$ cat config.mk
export PLATFORM = sky130hd
export DESIGN_NAME = header_text_writer
export DESIGN_NICKNAME = d
export VERILOG_FILES = /design/src/rtl/header_text_writer.sv
export SDC_FILE = /design/constraint.sdc
export NUM_CORES = 1
export LEC_CHECK = 0
export CAP_MARGIN = 25
export CORE_MARGIN = 4
export CORE_UTILIZATION = 25
export CTS_CLUSTER_SIZE = 16
export DETAILED_ROUTE_END_ITERATION = 8
export GPL_TIMING_DRIVEN = 0
export PLACE_DENSITY = 0.45
export SYNTH_ARGS = -nofsm -noshare
export SYNTH_HDL_FRONTEND = slang
export SYNTH_SLANG_ARGS = --single-unit
$ cat constraint.sdc
create_clock -name clk -period 2.7 [get_ports clk]
set_input_delay 0.27 -clock clk [delete_from_list [all_inputs] [get_ports clk]]
set_output_delay 0.27 -clock clk [all_outputs]
set_load 0.05 [all_outputs]
$ cat src/rtl/header_text_writer.sv
`timescale 1ns/1ps
`default_nettype none
// ============================================================================
// Module      : header_text_writer
// Description : Byte-stream writer for the header text RAM. Decodes printable
//               ASCII and CR/LF/BS/FF, tracks the cursor, and runs a
//               full-screen clear. Optional macro HEADER_CLEAR_ON_RESET_EN
//               starts a clear automatically when reset is released.
// Revision    : 1.0 - initial release
// ============================================================================
module header_text_writer #(
    parameter int         COLS       = 80,
    parameter int         ROWS       = 4,
    parameter int         COL_W      = 7,
    parameter int         ROW_W      = 2,
    parameter logic [6:0] CLEAR_CHAR = 7'h20
) (
    input  logic                   clk,
    input  logic                   reset_n,
    input  logic                   char_valid,
    input  logic [7:0]             char_data,
    output logic                   char_ready,
    output logic                   wr_en,
    output logic [ROW_W+COL_W-1:0] wr_addr,
    output logic [6:0]             wr_data,
    output logic [ROW_W-1:0]       cursor_row,
    output logic [COL_W-1:0]       cursor_col,
    output logic                   busy
);

    localparam logic [COL_W-1:0] c_last_col = COL_W'(COLS - 1);
    localparam logic [ROW_W-1:0] c_last_row = ROW_W'(ROWS - 1);

    typedef enum logic [1:0] {
        ST_IDLE  = 2'd0,
        ST_WRITE = 2'd1,
        ST_CLEAR = 2'd2
    } state_t;

    state_t           r_state;
    state_t           w_state_nxt;
    logic [7:0]       r_byte;
    logic [ROW_W-1:0] r_row;
    logic [COL_W-1:0] r_col;
    logic [ROW_W-1:0] r_clr_row;
    logic [COL_W-1:0] r_clr_col;
    logic [ROW_W-1:0] w_row_nxt;
    logic [COL_W-1:0] w_col_nxt;
    logic [ROW_W-1:0] w_row_inc;
    logic             w_accept;
    logic             w_printable;
    logic             w_clr_last;
    logic             w_start_clear;

`ifdef HEADER_CLEAR_ON_RESET_EN
    logic r_init;

    always_ff @(posedge clk or negedge reset_n) begin
        if (!reset_n) begin
            r_init <= 1'b1;
        end else begin
            r_init <= 1'b0;
        end
    end

    assign w_start_clear = r_init;
`else
    assign w_start_clear = 1'b0;
`endif

    assign char_ready  = reset_n && (r_state == ST_IDLE) && !w_start_clear;
    assign w_accept    = char_valid && char_ready;
    assign busy        = (r_state == ST_CLEAR);
    assign w_printable = (r_byte >= 8'h20) && (r_byte <= 8'h7E);
    assign w_clr_last  = (r_clr_row == c_last_row) && (r_clr_col == c_last_col);
    assign w_row_inc   = (r_row == c_last_row) ? '0 : r_row + 1'b1;

    always_ff @(posedge clk or negedge reset_n) begin
        if (!reset_n) begin
            r_state <= ST_IDLE;
        end else begin
            r_state <= w_state_nxt;
        end
    end

    always_comb begin
        w_state_nxt = r_state;
        case (r_state)
            ST_IDLE: begin
                if (w_start_clear) begin
                    w_state_nxt = ST_CLEAR;
                end else if (w_accept) begin
                    w_state_nxt = ST_WRITE;
                end
            end
            ST_WRITE: begin
                w_state_nxt = (r_byte == 8'h0C) ? ST_CLEAR : ST_IDLE;
            end
            ST_CLEAR: begin
                if (w_clr_last) begin
                    w_state_nxt = ST_IDLE;
                end
            end
            default: w_state_nxt = ST_IDLE;
        endcase
    end

    // Cursor only moves in the single WRITE cycle; no scrolling, rows wrap to top.
    always_comb begin
        w_row_nxt = r_row;
        w_col_nxt = r_col;
        if (r_state == ST_WRITE) begin
            if (w_printable) begin
                if (r_col == c_last_col) begin
                    w_col_nxt = '0;
                    w_row_nxt = w_row_inc;
                end else begin
                    w_col_nxt = r_col + 1'b1;
                end
            end else begin
                case (r_byte)
                    8'h0D: w_col_nxt = '0;
                    8'h0A: begin
                        w_col_nxt = '0;
                        w_row_nxt = w_row_inc;
                    end
                    8'h08: begin
                        if (r_col != '0) begin
                            w_col_nxt = r_col - 1'b1;
                        end
                    end
                    8'h0C: begin
                        w_col_nxt = '0;
                        w_row_nxt = '0;
                    end
                    default: ;
                endcase
            end
        end
    end

    // wr_addr/wr_data only change alongside a write strobe, so they hold between writes.
    always_ff @(posedge clk or negedge reset_n) begin
        if (!reset_n) begin
            r_byte     <= '0;
            r_row      <= '0;
            r_col      <= '0;
            r_clr_row  <= '0;
            r_clr_col  <= '0;
            cursor_row <= '0;
            cursor_col <= '0;
            wr_en      <= 1'b0;
            wr_addr    <= '0;
            wr_data    <= '0;
        end else begin
            wr_en      <= 1'b0;
            r_row      <= w_row_nxt;
            r_col      <= w_col_nxt;
            cursor_row <= r_row;
            cursor_col <= r_col;
            if (w_accept) begin
                r_byte <= char_data;
            end
            case (r_state)
                ST_WRITE: begin
                    if (w_printable) begin
                        wr_en   <= 1'b1;
                        wr_addr <= {r_row, r_col};
                        wr_data <= r_byte[6:0];
                    end
                end
                ST_CLEAR: begin
                    wr_en   <= 1'b1;
                    wr_addr <= {r_clr_row, r_clr_col};
                    wr_data <= CLEAR_CHAR;
                    if (r_clr_col == c_last_col) begin
                        r_clr_col <= '0;
                        r_clr_row <= (r_clr_row == c_last_row) ? '0 : r_clr_row + 1'b1;
                    end else begin
                        r_clr_col <= r_clr_col + 1'b1;
                    end
                end
                default: ;
            endcase
        end
    end

endmodule
`default_nettype wire
# Word level (Yosys, flattened, before mapping)
# Index checks and enable logic that the tools add are counted.
# Widths: inputs -> output; s select.
dict set report totals {
  output_inout_bits 28
  reg_bits 54
}
dict set report classes {
  muxes 20
  order_cmp 2
  n_eq_ne 15
  n_addsub 5
  reduce_logical 15
}
# operator count
set ops {}
lappend ops {{$mux 7} 5}
lappend ops {{$eq 8x4->1 const B} 4}
lappend ops {{$pmux 7 s2} 2}
lappend ops {{$pmux 9 s2} 1}
lappend ops {{$add 7x1->7 const B} 2}
lappend ops {{$eq 7x7->1 const B} 2}
lappend ops {{$mux 2} 7}
lappend ops {{$mux 9} 1}
lappend ops {{$ge 8x6->1 const B} 1}
lappend ops {{$le 8x7->1 const B} 1}
lappend ops {{$reduce_bool 7->1} 1}
lappend ops {{$sub 7x1->7 const B} 1}
lappend ops {{$eq 2x2->1 const B} 3}
lappend ops {{$pmux 2 s3} 1}
lappend ops {{$reduce_and 2->1} 3}
lappend ops {{$reduce_and 3->1} 2}
lappend ops {{$reduce_bool 3->1} 2}
lappend ops {{$add 2x1->2 const B} 2}
lappend ops {{$logic_and 1x1->1} 4}
lappend ops {{$ne 2x1->1 const B} 2}
lappend ops {{$ne 2x2->1 const B} 2}
lappend ops {{$pmux 2 s2} 1}
lappend ops {{$ne 3x3->1 const B} 1}
lappend ops {{$reduce_or 3->1} 1}
lappend ops {{5 further kinds} 5}

# Longest topological paths before layout
dict set report logic_depth {
  ltp_word 5
  depth_mapped 9
  mapped_depth_nobuf 7
}

# Worst setup path before layout
# OpenSTA, ideal clock, no wires.
dict set report synth_timing {
  kind {flip-flop to flip-flop}
  start {register r_state[0]}
  end {register r_clr_col[1]}
  arrival_time_ns 2.030
  required_time_ns 2.575
  setup_time_ns 0.125
  stages_incl_launch_ff 6
  path_slack_ns 0.545
  path_buffers 2
  cell_sequence {dfrtp_1 -> inv_1 -> ha_1 -> clkbuf_1 -> buf_1 -> mux2_2}
}
dict set report synth_between {
  elab_chain_len 1
}
# element line_no
set synth_lines {}
lappend synth_lines {{from (decl)} 40} ;# state_t r_state;
lappend synth_lines {{from (signal assigned)} 82} ;# r_state <= w_state_nxt;
lappend synth_lines {{$eq 2x2->1} --}
lappend synth_lines {{named net busy} 28} ;# output logic busy
lappend synth_lines {{to (signal assigned)} 180} ;# r_clr_col <= r_clr_col + 1'b1;
lappend synth_lines {{to (decl)} 46} ;# logic [COL_W-1:0] r_clr_col;
# The timed path passes the listed nets, and every way through them passes these cells.
# A chain may end at the register's enable or synchronous reset.

# Worst setup path after layout
dict set report layout_timing {
  start {input reset_n}
  end {output char_ready}
}
dict set report layout_between {
  elab_chain_len 1
}
# element line_no
set layout_lines {}
lappend layout_lines {{from (decl)} 19} ;# input logic reset_n,
lappend layout_lines {{$logic_and 1x1->1} 71} ;# assign char_ready = reset_n && (r_state == ST_IDLE) && !w_start_clear;
lappend layout_lines {{to (decl)} 22} ;# output logic char_ready,
# Every way passes these cells.

==> results.json <==
{
  "root_buffer": "clkbuf_8",
  "synth_async_sr_flop_share": 1.000,
  "pre_cts_slack_ps": 169.4,
  "tns_ps": 0,
  "grt-ovfl-total": 0,
  "post-route-min-period_ps": 2410,
  "dpl.cell_count": 439,
  "synth.area.top_cells": "dfrtp_1, mux2_2, nand2_1",
  "number_of_enable_flip_flop_cells_after_synthesis": 0,
  "final_cells": 448,
  "finalWirelength_mm": 6.477,
  "tritoncts_clock_tree": "yes",
  "maxCapViolCount": 0,
  "grt_start_max_net_pins": 35,
  "leakage_nw": 1.395,
  "critPathCaptureType": "primary output",
  "critPathArrivalTime_ps": 2140,
  "grt_pass1_wl_mm": 10.86,
  "hp-class": "flop to flop",
  "vias_per_cell": 4.654,
  "run_status": "finished, final reports clean",
  "synth.cell_area_um2": 2750,
  "design.final.nets": 326,
  "total_die_area_um2": 12740,
  "synthFlopType": "dfrtp_1",
  "final_antenna_net_count": 0,
  "cts_max_level": 2,
  "achievable-frequency_ghz": 0.4149,
  "fin_worst_hold_slack_ps": 394.1,
  "grt_setup_unrepaired": "no",
  "layout.area.seq_um2": 1351,
  "hold_path_startpoint": "r_col[6]",
  "rows": 38,
  "largest_clock_skew_in_the_final_design_ps": 9.023,
  "gr-usage-all-layers": 0.1041,
  "cts_made_buffers": 5,
  "synth.lib_cells_used.distinct": 62,
  "drt_drc_violations_left": 0,
  "port_buffer_cells": 38,
  "die_width_um": 112.9,
  "detailroute.via_count": 2085,
  "worst-path-max-fanout": 22,
  "regToRegSetupSlack_ps": 390,
  "initial_utilization": 0.2548,
  "synth.yosys.seq_area_share": 0.4914,
  "power_density_nw_per_um2": 1062,
  "worstSkewPairLatency_ps": 310,
  "cp_data_required_time_ps": 2430,
  "use_met1": 0.1459,
  "yosys-top-cells-count": "dfrtp_1, nand2_1, nor2_1",
  "irDropWorstVdd_mv": 0.3386,
  "rr_endpoint": "wr_addr[8]",
  "hold_violations": 0,
  "ys_warn_count": 0,
  "crit-reg2reg-launch": "r_state[1]",
  "ff2ff_path_depth": 9,
  "cts_setup_buffers": 0,
  "die_height_um": 112.9,
  "1st_pass_router_iterations": 4,
  "grt_pass1_vias": 2079,
  "detail_route.iter0.violations": 80,
  "slew_viol_final": 0,
  "cells_after_synth": 260,
  "globalRoute.busiestLayer": "met2",
  "actual_transition_at_the_worst_max_transition_pin_ps": 749.8,
  "finalCritPeriodShare": 0.8927,
  "area_growth_syn_to_layout_pct": 25.43,
  "cts_num_sinks": 54,
  "worst-setup-path-type": "primary input to primary output",
  "fillers": 1125,
  "synthDominantAreaCellType": "dfrtp_1",
  "post-route-worst-setup-slack_ps": 289.7,
  "min_path_cells": 0,
  "synth.ff_latch_count": 54,
  "synthMostInstantiatedCell": "dfrtp_1",
  "pin_count": 39,
  "clock_path_buffers": 2,
  "syn_area_per_cell_um2": 10.58,
  "critPathLaunchType": "primary input",
  "antenna-diode-count": 0,
  "synth_largest_type_area_fraction": 0.4914,
  "syn_nets": 279,
  "clk_transition_reported_paths_ps": 90,
  "global_route.usage.met3": 0.01818,
  "maxSlewHeadroom": 0.5001,
  "avgRoutedWirePerCell_um": 14.46,
  "design_power_total_mw": 3.665,
  "post_route_cells_drive_above_1_share": 0.1266,
  "place_congestion": 0.7872,
  "global_route.usage.met2": 0.1635,
  "min_delay_worst_endpoint": "cursor_col[6]",
  "placeableCoreArea_um2": 10790,
  "multiInputGateArea_um2": 1319,
  "finalSetupViolCount": 0,
  "grt_antenna_before_repair": 0,
  "post-dp-hpwl_mm": 4.772
}
how the worst max path moves through the flow:
stage	start	endpoint	slack [ps]	depth (start not counted)
finish	reset_n	char_ready	290	4
global route	r_state[1]	wr_addr[5]	60	9
CTS	reset_n	char_ready	110	4
detailed placement	r_state[1]	wr_addr[6]	170	9
global placement	reset_n	char_ready	-1380	3
floorplan	r_state[0]	r_clr_col[1]	550	5
logic make-up after synthesis:
family	synth area share
buffers and inverters	0.03185
and+or+nand+nor	0.1752
adders and majority gates	0.03640
xor gates and xnor gates	0.02229
AOI/OAI and AO/OA	0.1574
muxes	0.08553
DFF	0.4914
cells in the final DEF, fill, tap and decap left out, types with 5 or more instances in the layout:
cell type / Yosys / routed
clkbuf_8: 0 / 5
mux2i_1: 10 / 10
nor3_1: 5 / 5
nand2_1: 29 / 29
mux2_2: 12 / 12
a21oi_1: 9 / 9
clkdlybuf4s50_1: 0 / 37
inv_1: 5 / 5
clkbuf_1: 7 / 7
a22oi_1: 6 / 6
o21ai_0: 15 / 15
nor2_1: 17 / 17
ha_1: 8 / 8
dfrtp_1: 54 / 54
o21ai_1: 6 / 6
nor2b_1: 6 / 6
layout make-up:
cell class,instances,area share
Timing Repair Buffer,40,0.1182
Clock inverter,3,0.01161
Buffer,12,0.01886
Clock buffer,5,0.01995
Tap cell,140,0.05078
Inverter,6,0.006529
Multi-Input combinational cell,188,0.3823
Sequential cell,54,0.3917
power breakdown:
part / switching, mW / total, mW / internal, mW
Clock: 0.266 / 0.540 / 0.274
Combinational: 1.13 / 1.81 / 0.680
Sequential: 0.254 / 1.31 / 1.06
Total: 1.65 / 3.67 / 2.01
through the flow:
| step | cell area [µm²] | util |
|---|---|---|
| 3_5_place_dp | 3321 | 0.3077 |
| 5_1_grt | 3450 | 0.3196 |
| 2_1_floorplan | 2750 | - |
| 4_1_cts | 3440 | 0.3187 |
| 3_3_place_gp | 3306 | 0.3063 |
| 6_report | 3450 | 0.3196 |
flip-flops by register name, summed over array words and instances, names as in the netlist:
| signal | cells |
|---|---|
| r_row | 2 |
| r_state | 2 |
| cursor_row | 2 |
| r_byte | 8 |
| wr_en | 1 |
| r_clr_col | 7 |
| cursor_col | 7 |
| wr_addr | 9 |
| r_clr_row | 2 |
| wr_data | 7 |
| r_col | 7 |
metal layers:
metal | vias to the layer above | routed length, µm
li1 | 1029 | -
met4 | 0 | 61
met2 | 34 | 3054
met3 | 5 | 235
met1 | 1017 | 3126
met5 | - | 0
critical path, cell delays in order:
cell,delay (ps)
dlygate4sd3_1,520
clkbuf_4,340
and2_1,200
clkdlybuf4s50_1,800
repair_timing:
action	CTS	global route
resized for setup	0	2
endpoints found under the setup margin	0	10
endpoints found under the hold margin	20	0
hold buffers	1	0
No activity file was read; power rests on OpenSTA's default activity.
==> edit 1, RTL diff (config.mk and constraints unchanged) <==
`COL_W`: 7 -> 14.
--- a/src/rtl/header_text_writer.sv
+++ b/src/rtl/header_text_writer.sv
@@ -13,3 +13,3 @@
     parameter int         ROWS       = 4,
-    parameter int         COL_W      = 7,
+    parameter int         COL_W      = 14,
     parameter int         ROW_W      = 2,
Ports: changed (resized cursor_col and wr_addr); port bits go from 39 to 53. No check against the original RTL was run, so the function may have changed too.
==> edit 1 against the original RTL <==
Synthesized area rose by 50%; sequential cell count rose by 28; global-route usage rose by 3.1 points; design area rose by 52%; routed wire length rose by 84%; sequential share of layout area fell by 0.14 points; worst setup slack got worse by 0.057 ns; count of clock-buffer cells in the layout rose by 7; power fell by 31%; critical path type is now flip-flop to flip-flop.
==> edit 1: results (changes against the original RTL) <==
| Metric | Value |
|---|---|
| Overall global routing resource usage | 13.5% (was 10.4%) |
| Leakage power figure | 2.41 nW (was 1.40 nW) |
| Number of H-tree branching levels | 3 (was 2) |
| Clock network fraction of total power | 49.3% (was 14.7%) |
| Syn avg cell area | 10.8 µm² (was 10.6 µm²) |
| Biggest cell delay along the critical path | 0.66 ns (was 0.80 ns) |
| Depth of the worst register-to-register path | 7 (was 9) |
| Count of clock tree sinks | 82 (was 54) |
| Routed WL per cell | 17.8 µm (was 14.5 µm) |
| Worst min-delay path endpoint | cursor_col[3] (was cursor_col[6]) |
| Startpoint of the tightest hold check path | r_col[3] (was r_col[6]) |
| Total number of multi-input combinational cells | 266 (was 188) |
| Overall via count from detail_route | 3,299 (was 2,085) |
| Number of flip-flops under the largest register name | 16 (was 9) |
| CP top delay family | simple AND/OR/NAND/NOR gates (was buffers and inverters) |
| Layout cell share with drive strength beyond 1 | 12.6% (was 12.7%) |
| Transition time at the pin with the least slew margin | 0.757 ns (was 0.750 ns) |
| Multi-input combinational area share | 36.6% (was 38.2%) |
| Layout Area Growth over Synthesis | 27.3% (was 25.4%) |
| Post-Route Hold Slack | 0.364 ns (was 0.394 ns) |
| Syn nets | 400 (was 279) |
| Post-layout net count | 465 (was 326) |
| Non-Clock Buffer Count | 78 (was 52) |
| Detail Route met3 WL | 701 µm (was 235 µm) |
| Net switching power figure | 523 µW (was 1.65 mW) |
| Via count of the first global-routing pass | 3,425 (was 2,079) |
| Ranking of synthesized cells by area | dfrtp_1 50%, mux2i_1 7.0%, mux2_2 3.0%, nor3_1 2.9%, nand2_1 2.9% (was dfrtp_1 49%, mux2_2 4.9%, nand2_1 4.0%, ha_1 3.6%, mux2i_1 3.6%) |
| Clk cell area share | 5.66% (was 3.16%) |
| Critical path peak fanout | 10 (was 22) |
| P_int | 1.99 mW (was 2.01 mW) |
| Non-clock inverter count | 9 (was 6) |
| Outcome | finished, final reports clean (unchanged) |
| Combinational Power Share | 1.8% (was 49.4%) |
| Sum of routed wire segments on met1 | 5730 µm (was 3130 µm) |
| Pin count of the biggest net entering global routing | 47 (was 35) |
| Final cell count without fillers | 667 (was 448) |
| Clock buffer instance count of the final layout | 12 (was 5) |
| Register area share after synthesis | 49.7% (was 49.1%) |
| Synthesized area | 4130 µm² (was 2750 µm²) |
| Final HPWL from detailed placement | 8320 µm (was 4770 µm) |
| Worst vdd ir | 0.000276 V (was 0.000339 V) |
-- edit 1: cell types whose count changed in the layout (fill, tap and decap cells not counted), moves of 10 or more --
cell | unedited run | this run
nand3_1 | 4 | 15
nor3_1 | 5 | 24
o22ai_1 | 1 | 12
dfrtp_1 | 54 | 82
mux2i_1 | 10 | 29
clkdlybuf4s50_1 | 37 | 51
buf_2 | 1 | 11
-- edit 1: kinds of logic after synthesis --
| kind of cell | Yosys count | share of synthesized area (%) |
|---|---|---|
| AND/OR/NAND/NOR | 133 | 18.7 |
| flip-flops | 82 | 49.7 |
| AO/OA/AOI/OAI | 72 | 12.6 |
| multiplexers | 41 | 10.3 |
| buffers and inverters | 33 | 3.79 |
| XOR/XNOR | 12 | 2.54 |
| adder cells (fa/ha/maj) | 8 | 2.42 |
-- edit 1: per-layer routing --
layer	up-vias	track usage [%]
li1	1553	-
met1	1618	19.4
met2	113	19.6
met3	15	2.72
met4	0	5.94
met5	-	0
==> edit 2, RTL diff (same flow settings) <==
Made on the original files. The 3 states of `state_t` get a one-hot encoding in 3 bits.
--- a/src/rtl/header_text_writer.sv
+++ b/src/rtl/header_text_writer.sv
@@ -33,6 +33,6 @@
 
-    typedef enum logic [1:0] {
-        ST_IDLE  = 2'd0,
-        ST_WRITE = 2'd1,
-        ST_CLEAR = 2'd2
+    typedef enum logic [2:0] {
+        ST_IDLE  = 3'b001,
+        ST_WRITE = 3'b010,
+        ST_CLEAR = 3'b100
     } state_t;
Check against the original RTL: same outputs for any inputs over 10 cycles, from zero or initial values and one cycle with reset_n low; not proved beyond that.
==> edit 2 against the original RTL <==
Via count fell by 1.6%; synthesized area fell by 3.5%; count of clock-buffer cells in the layout rose by 1; die area shrank 3.2%; design area shrank 3.4%; combinational power is 35% lower; register-to-register slack improved by 0.06 ns; routed wire length decreased by 0.65%; clock skew increased by 0.0021 ns; utilization is 0.30 points higher; sequential cell count up 1; worst setup slack worse by 0.15 ns; power down 24%; largest cell class unchanged; largest power group unchanged; highest routed layer unchanged.
==> edit 2: results (changes against the original RTL) <==
| Metric | Value |
|---|---|
| Number of instances in the placed design | 438 (was 439) |
| Worst Skew | 0.0111 ns (was 0.00902 ns) |
| Iter 0 DRT Violations | 113 (was 80) |
| Routed Wire Length | 6440 µm (was 6480 µm) |
| Reg2reg start | r_col[0] (was r_state[1]) |
| Post-Synth Adder-Cell Area | 2.36% (was 3.64%) |
| Area fraction in compound gates after synthesis | 14.7% (was 15.7%) |
| Outcome | finished, final reports clean (unchanged) |
| Slew headroom | 41.1% (was 50.0%) |
| Clock-pin slew on the worst setup and hold paths | 0.11 ns (was 0.09 ns) |
| Pin count of the biggest net entering global routing | 36 (was 35) |
| Overall global routing resource usage | 10.9% (was 10.4%) |
| Synthesized instance count | 263 (was 260) |
| Post-layout net count | 327 (was 326) |
| Via-per-instance ratio | 4.58 (was 4.65) |
| List of most frequent post-synthesis cells | 54 x dfrtp_1, 50 x nand2_1, 21 x nor2_1 (was 54 x dfrtp_1, 29 x nand2_1, 17 x nor2_1) |
| Worst vdd ir | 0.000415 V (was 0.000339 V) |
| Ranking of synthesized cells by area | dfrtp_1 51%, nand2_1 7.1%, o21ai_0 3.0%, nor2_1 3.0%, nor4_4 2.4% (was dfrtp_1 49%, mux2_2 4.9%, nand2_1 4.0%, ha_1 3.6%, mux2i_1 3.6%) |
| Final HPWL from detailed placement | 4650 µm (was 4770 µm) |
| Weighted congestion at the end of routability-driven global placement | 0.764 (was 0.787) |
| Worst setup slack after placement | 0.207 ns (was 0.169 ns) |
| Xor and xnor area share after synthesis | 1.65% (was 2.23%) |
| Total placed instance area | 3230 µm² (was 3320 µm²) |
| Leakage power figure | 1.48 nW (was 1.40 nW) |
| Global-route wire length before repair | 11,000 µm (was 10,900 µm) |
| Via count of the first global-routing pass | 2,096 (was 2,079) |
| Data arrival, critical path | 2.29 ns (was 2.14 ns) |
| Critical path peak fanout | 4 (was 22) |
edit 2: final timing paths:
| check | cells after the start | end | slack, ns |
|---|---|---|---|
| worst max-delay path | 4 | char_ready | 0.14 |
| worst min-delay path | 0 | cursor_col[6] | 0.38 |
| worst max register to register | 7 | r_col[1] | 0.45 |
| worst min register to register | 0 | cursor_col[6] | 0.38 |
| max in group asynchronous | 3 | r_byte[4] | 0.85 |
| min in group asynchronous | 2 | r_state[0] | 0.55 |
edit 2: what timing repair did:
item	4_1_cts	5_1_grt
endpoints found under the setup margin	1	0
hold endpoints to repair	19	0
buffers inserted	0	0
gates resized for setup	1	0
hold buffers	2	0
edit 2: power breakdown:
group          internal (mW)  total (mW)  switching, mW  leakage, nW
sequential             0.993        1.15          0.157        0.729
combinational          0.428        1.17          0.740        0.711
clock                  0.182       0.459          0.277       0.0412
total                   1.60        2.78           1.17         1.48
edit 2: area by class of cell:
| type | count | area, µm² | share of cell area (%) |
|---|---|---|---|
| plain buffers | 13 | 71.3 | 2.14 |
| clock buffers | 6 | 72.6 | 2.18 |
| clock inverters | 2 | 12.5 | 0.376 |
| inverters | 10 | 37.5 | 1.13 |
| multi-input cells | 185 | 1170 | 35.3 |
| flip-flops and latches | 55 | 1380 | 41.4 |
| well taps | 136 | 170 | 5.11 |
| repair buffers | 41 | 414 | 12.4 |
edit 2: per-layer routing:
layer / routed length [µm] / global-route usage [%]
met3: 312 / 2.29
met5: 0 / 0
met4: 68 / 2.68
met2: 2960 / 17.8
met1: 3100 / 14.9
edit 2: worst max-delay path, delay by kind of cell:
| kind | cells | cell delay [ns] |
|---|---|---|
| buffers and inverters | 3 | 1.60 |
| and+or+nand+nor | 1 | 0.41 |
